## src/rtl/if_phase.sv

```systemverilog
// Instruction-fetch stage: owns the PC, fetches words over a req/ack handshake,
// and drives the IF/ID register. Define IF_HOLD_BUF_EN to buffer a word fetched during a stall.
module if_phase #(
  parameter logic [31:0] RESET_PC  = 32'h0000_0000,
  parameter logic [31:0] NOP_INSTR = 32'h0000_0000
) (
  input  logic        i_clk,
  input  logic        i_rst,
  input  logic        i_stall,
  input  logic        i_flush,
  input  logic        i_redirect,
  input  logic [31:0] i_redirectPc,
  output logic        o_imemReq,
  output logic [31:0] o_imemAddr,
  input  logic        i_imemAck,
  input  logic [31:0] i_imemData,
  output logic [31:0] o_instr,
  output logic [31:0] o_fetchPc4,
  output logic        o_instrValid
);

  localparam logic [1:0] S_FETCH = 2'd0;
  localparam logic [1:0] S_HOLD  = 2'd1;
  localparam logic [1:0] S_KILL  = 2'd2;

  logic [1:0]  r_state;
  logic [31:0] r_pc;
  logic [31:0] r_pendPc;
  logic [31:0] r_instr;
  logic [31:0] r_fetchPc4;
  logic        r_instrValid;

  logic [31:0] w_pc4;
  logic [31:0] w_redirTgt;

  assign w_pc4      = r_pc + 32'd4;
  assign w_redirTgt = {i_redirectPc[31:2], 2'b00};

  // Request is gated by reset so it drops immediately, without waiting for an edge.
  assign o_imemReq    = !i_rst && (r_state != S_HOLD);
  assign o_imemAddr   = r_pc;
  assign o_instr      = r_instr;
  assign o_fetchPc4   = r_fetchPc4;
  assign o_instrValid = r_instrValid;

`ifdef IF_HOLD_BUF_EN
  logic [31:0] r_bufData;
  logic [31:0] r_bufPc4;
`endif

  always_ff @(posedge i_clk or posedge i_rst) begin
    if (i_rst) begin
      r_state      <= S_FETCH;
      r_pc         <= RESET_PC;
      r_pendPc     <= RESET_PC;
      r_instr      <= NOP_INSTR;
      r_fetchPc4   <= 32'd0;
      r_instrValid <= 1'b0;
`ifdef IF_HOLD_BUF_EN
      r_bufData    <= NOP_INSTR;
      r_bufPc4     <= 32'd0;
`endif
    end else begin
      case (r_state)
        S_FETCH: begin
          if (i_redirect) begin
            r_instr      <= NOP_INSTR;
            r_fetchPc4   <= 32'd0;
            r_instrValid <= 1'b0;
            if (i_imemAck) begin
              r_pc <= w_redirTgt;
            end else begin
              r_pendPc <= w_redirTgt;
              r_state  <= S_KILL;
            end
          end else if (i_flush) begin
            // The word arriving now follows the flushed instruction: skip it.
            r_instr      <= NOP_INSTR;
            r_fetchPc4   <= 32'd0;
            r_instrValid <= 1'b0;
            if (i_imemAck) r_pc <= w_pc4;
          end else if (i_stall) begin
`ifdef IF_HOLD_BUF_EN
            if (i_imemAck) begin
              r_bufData <= i_imemData;
              r_bufPc4  <= w_pc4;
              r_state   <= S_HOLD;
            end
`else
            // Word dropped; the same address is re-requested until it lands unstalled.
            r_state <= S_FETCH;
`endif
          end else if (i_imemAck) begin
            r_instr      <= i_imemData;
            r_fetchPc4   <= w_pc4;
            r_instrValid <= 1'b1;
            r_pc         <= w_pc4;
          end
        end

        S_KILL: begin
          if (i_redirect) begin
            r_instr      <= NOP_INSTR;
            r_fetchPc4   <= 32'd0;
            r_instrValid <= 1'b0;
            if (i_imemAck) begin
              r_pc    <= w_redirTgt;
              r_state <= S_FETCH;
            end else begin
              r_pendPc <= w_redirTgt;
            end
          end else begin
            if (i_flush) begin
              r_instr      <= NOP_INSTR;
              r_fetchPc4   <= 32'd0;
              r_instrValid <= 1'b0;
            end
            if (i_imemAck) begin
              r_pc    <= r_pendPc;
              r_state <= S_FETCH;
            end
          end
        end

`ifdef IF_HOLD_BUF_EN
        S_HOLD: begin
          if (i_redirect) begin
            r_instr      <= NOP_INSTR;
            r_fetchPc4   <= 32'd0;
            r_instrValid <= 1'b0;
            r_pc         <= w_redirTgt;
            r_state      <= S_FETCH;
          end else if (i_flush) begin
            r_instr      <= NOP_INSTR;
            r_fetchPc4   <= 32'd0;
            r_instrValid <= 1'b0;
            r_pc         <= w_pc4;
            r_state      <= S_FETCH;
          end else if (!i_stall) begin
            r_instr      <= r_bufData;
            r_fetchPc4   <= r_bufPc4;
            r_instrValid <= 1'b1;
            r_pc         <= w_pc4;
            r_state      <= S_FETCH;
          end
        end
`endif

        default: r_state <= S_FETCH;
      endcase
    end
  end

endmodule
```

## config.mk

```make
export PLATFORM = sky130hd
export DESIGN_NAME = if_phase
export DESIGN_NICKNAME = d
export VERILOG_FILES = /design/src/rtl/if_phase.sv
export SDC_FILE = /design/constraint.sdc
export NUM_CORES = 1
export LEC_CHECK = 0
export ABC_CLOCK_PERIOD_IN_PS = 13900
export CAP_MARGIN = 10
export CORE_UTILIZATION = 40
export DETAILED_ROUTE_END_ITERATION = 7
export PLACE_DENSITY_LB_ADDON = 0.08
export SLEW_MARGIN = 40
export SYNTH_ARGS = -nofsm -noshare
export SYNTH_HDL_FRONTEND = slang
export SYNTH_SLANG_ARGS = --single-unit
```

## constraint.sdc

```tcl
create_clock -name i_clk -period 13.9 [get_ports i_clk]
set_input_delay 2.78 -clock i_clk [delete_from_list [all_inputs] [get_ports i_clk]]
set_output_delay 2.78 -clock i_clk [all_outputs]
set_load 0.1 [all_outputs]
```

Word-level counts from Yosys, hierarchy flattened
Index checks and enable logic that the tools add are counted.
W data, S select, Z words.
- register bits after elaboration: 129
- input port bits: 70
- logic and storage cells: 60
- add/sub/neg operators: 1
- equality and inequality tests: 10
- multiplexer cells: 33
- bitwise gates (word level): 1
- reduce and logical (&&, ||, !) cells: 9
- operator list (cell ; count):
    $mux W32 ; 17
    $pmux W32 S2 ; 3
    $add A32 B3 Y32 const B ; 1
    $ne A3 B3 Y1 const B ; 5
    $mux W2 ; 5
    $ne A4 B4 Y1 const B ; 2
    $reduce_and A4 Y1 ; 2
    $mux W1 ; 6
    $reduce_and A3 Y1 ; 2
    $pmux W2 S2 ; 1
    $eq A2 B2 Y1 const B ; 1
    $logic_not A2 Y1 ; 1
    $ne A2 B1 Y1 const B ; 1
    $ne A2 B2 Y1 const B ; 1
    $pmux W1 S2 ; 1
    $reduce_bool A2 Y1 ; 1
    $reduce_or A2 Y1 ; 1
    $logic_and A1 B1 Y1 ; 1
    $logic_not A1 Y1 ; 1
    $not A1 Y1 ; 1

Logic depth before layout (Yosys ltp)
- depth in word-level cells: 6
- gate-level depth with buffers: 8
- depth with buffers taken out: 6

Worst setup path after synthesis
Ideal clock, no wire load.
- kind: input to output
- from: input port i_rst
- to: output port o_imemReq
- data arrival time: 5977 ps
- required time: 11120 ps
- path slack: 5143 ps
- stages: 1
- buffers on the path: 0
- cells stage by stage: inv_1
- cells in the longest elaborated chain, start to end: 2
- RTL lines (element ; RTL line ; text):
    start, declared ; 8 ; input logic i_rst,
    $logic_not A1 Y1 (no source line) ; -- ;
    $logic_and A1 B1 Y1 ; 40 ; assign o_imemReq = !i_rst && (r_state != S_HOLD);
    end, declared ; 13 ; output logic o_imemReq,
No other way between the ends.

Worst setup path in the final report
Ends and elaborated chain as after synthesis.

==> reports/qor.yml <==
clock_network:
  cts_max_path_buffers: 2
  cts_sinks: 128
  cts_max_level: 4
  cts_root_buffer: "clkbuf_16"
  cts_resized: 0
  cts_tree: "yes"
  clkSlewWorstSetupHoldPaths_ps: 50
  postCtsSetupRepairBufs: 0
  clk_latency_ps: 420
  cts_inserted_buffers: 17
  hold_buffers: 0
hold_path:
  min_path_type: "flop to flop"
worst_setup_path:
  critPathKind: "input port to output port"
  cp_max_fo: 65
  critPathCaptureType: "output port"
  crit_slowest_cell: "buf_2"
  cp_top_family: "buffers and inverters"
  crit_required_ps: 11120
  worstPathCellList: "clkdlybuf4s50_1 -> inv_6 -> buf_2"
  slowest_delay_ps: 540
  cp.buffers_inverters: 3
  start_kind: "input port"
  arrival_ps: 4260
yosys:
  synth_most_common_cell: "dfrtp_1"
  synth_cells: 598
  netlist_top_cells_area: "dfrtp_1 (52%), a22o_1 (6.4%), mux2_2 (5.5%)"
  synth_enable_flop_cells: 0
  syn_nets: 669
  ys_ff_latch: 128
  ys.flop_type: "dfrtp_1"
  synthDistinctLibCells: 56
  async_flop_share: 1.00
  syn_area_um2: 6110
  synth-seq-area-share: 0.524
  ys_top_cells_by_count: "dfrtp_1 (128), nand2_1 (81), o21ai_0 (53)"
  yosysWarningCount: 0
  synth_top_area_share: 0.524
  post_synth.cell_area_avg_um2: 10.2
  netlist.top_cell.by_area: "dfrtp_1"
global_route:
  overflow: 0
  track_usage: 0.227
  grt_max_degree: 67
  grt_pass1_vias: 4976
  grt_pass1_wl_mm: 27.7
  antenna_found_initial: 0
pwr:
  p_comb_frac: 0.250
  swShare: 0.355
  power.share.clock: 0.366
  internal-power_uw: 746
  p_seq_frac: 0.384
  ir_drop_mv: 0.0909
  p_sw_uw: 411
  leakagePower_nw: 3.67
  cellPowerDensity_nw_per_um2: 144
die:
  die_w_um: 126
  dieArea_um2: 15800
  fp.dieH_um: 126
  rows: 44
  pin_count: 168
  start_util: 0.416
  coreArea_um2: 14700
placed_design:
  place_hpwl_mm: 11.8
  routabilityCongestion: 0.884
  io_buffers: 165
sta:
  hold_slack_ps: 474
  tns_ps: 0
  finalSetupViolCount: 0
  grt_setup_unrepaired: "no"
  skew_ps: 8.12
  tightest_slew_ps: 802
  fmax_mhz: 142
  period_needed_ps: 7040
  period_share: 0.507
  report.final.slew_viol_count: 0
  slew_headroom: 0.463
  report.final.hold_viol_count: 0
drt:
  avgRoutedWirePerCell_um: 18.0
  routed-via-count: 5283
  drt-initial-drc-count: 339
  via_per_inst: 5.59
  ant_nets: 0
  route.detailed.drc: 20
  drtPass1Iterations: 7
  routed_wl_mm: 17.0
run:
  drv_cap: 0
cells_and_area:
  antennaDiodeCount: 0
  syn_to_final_growth_pct: 31.2
  drive_above_1_share: 0.237
  fin_nets: 820
  n_fill_cell: 1341
status:
  violations: "DRC"
  status: "complete, but fails checks"
[registers in the layout, summed over array words and instances, names as in the netlist]
register,flops
o_instrValid,1
r_state,1
o_instr,32
o_fetchPc4,32
r_pendPc,30
o_imemAddr,32
[cells by family (layout without fill, tap and decap cells)]
family,Yosys count,count (layout),synth area share
and+or+nand+nor,205,205,0.168
adders and majority gates,1,1,0.00205
muxes,35,35,0.0634
DFF,128,128,0.524
AOI/OAI and AO/OA,158,158,0.177
buffers and inverters,47,210,0.0307
xor gates and xnor gates,24,24,0.0344
[path summary, 6_finish.rpt]
check,startpoint,to,slack [ps],cells past startpoint
worst max-delay path,i_rst,o_imemReq,6860,3
min in group asynchronous,i_rst,o_fetchPc4[3]$_DFFE_PP0P_,2830,2
max in group asynchronous,i_rst,r_pendPc[27]$_DFFE_PP0P_,10040,3
worst min register to register,o_fetchPc4[2]$_DFFE_PP0P_,o_fetchPc4[2]$_DFFE_PP0P_,470,2
worst max register to register,r_state[1]$_DFFE_PP0P_,o_fetchPc4[26]$_DFFE_PP0P_,11460,6
worst min-delay path,o_fetchPc4[2]$_DFFE_PP0P_,o_fetchPc4[2]$_DFFE_PP0P_,470,2
[cells in the final DEF (no fill, tap or decap), types with 3 or more instances in the layout]
cell / instances
nand2b_1: 6
nor2_1: 27
a31oi_1: 5
or3_1: 7
o21ai_0: 52
inv_1: 5
mux2_2: 30
dfrtp_1: 128
o31ai_1: 4
a21oi_1: 16
nand4_1: 10
nor3_1: 6
clkbuf_1: 5
a32oi_1: 5
xnor2_1: 14
and3_1: 6
clkbuf_16: 17
buf_4: 5
a22oi_1: 8
clkbuf_8: 5
o211ai_1: 4
mux2i_1: 5
xor2_1: 10
and2_1: 4
clkdlybuf4s50_1: 66
nand2_1: 81
o31a_1: 3
buf_2: 99
a22o_1: 45
nand3_1: 34
[power by group through the flow]
stage / combinational, mW / sequential [mW] / clock, mW
global route: 0.305 / 0.449 / 0.451
global placement: 0.304 / 0.447 / 0
CTS: 0.290 / 0.443 / 0.433
detailed placement: 0.290 / 0.449 / 0
floorplan: 0.0860 / 0.577 / 0
finish: 0.289 / 0.444 / 0.424
[stage by stage]
step                      setup slack (ps)  area, um2  cells   util  power (mW)
after floorplan                       5140       6110    598      -       0.663
after global placement                5970       7890    912  0.537       0.752
after detailed placement              6650       7450    914  0.507       0.739
after CTS                             6650       8020    945  0.545        1.17
after global routing                  6740       8020    945  0.546        1.20
final                                 6860       8020    945  0.546        1.16
[tightest hold or removal path, cell delays in order (launching register included)]
cell and delay (ps):
dfrtp_1 330, nand2_1 50, o21ai_0 60
[final cells by class]
cell class | count | area [um2] | share of cell area
inverters | 6 | 27.5 | 0.00343
multi-input cells | 423 | 2750 | 0.343
well taps | 184 | 230 | 0.0287
flip-flops and latches | 128 | 3200 | 0.399
clock inverters | 4 | 50.0 | 0.00624
repair buffers | 173 | 1250 | 0.155
clock buffers | 27 | 513 | 0.0639
[per-layer routing]
layer	routed length, um	up-vias	part of all wire	GRT usage
li1	-	2479	-	-
met1	8250	2587	0.48	0.340
met2	7260	197	0.43	0.316
met3	1270	20	0.074	0.0489
met4	267	0	0.016	0.0897
met5	0	-	0	0
No activity file was read; power rests on OpenSTA's default activity.
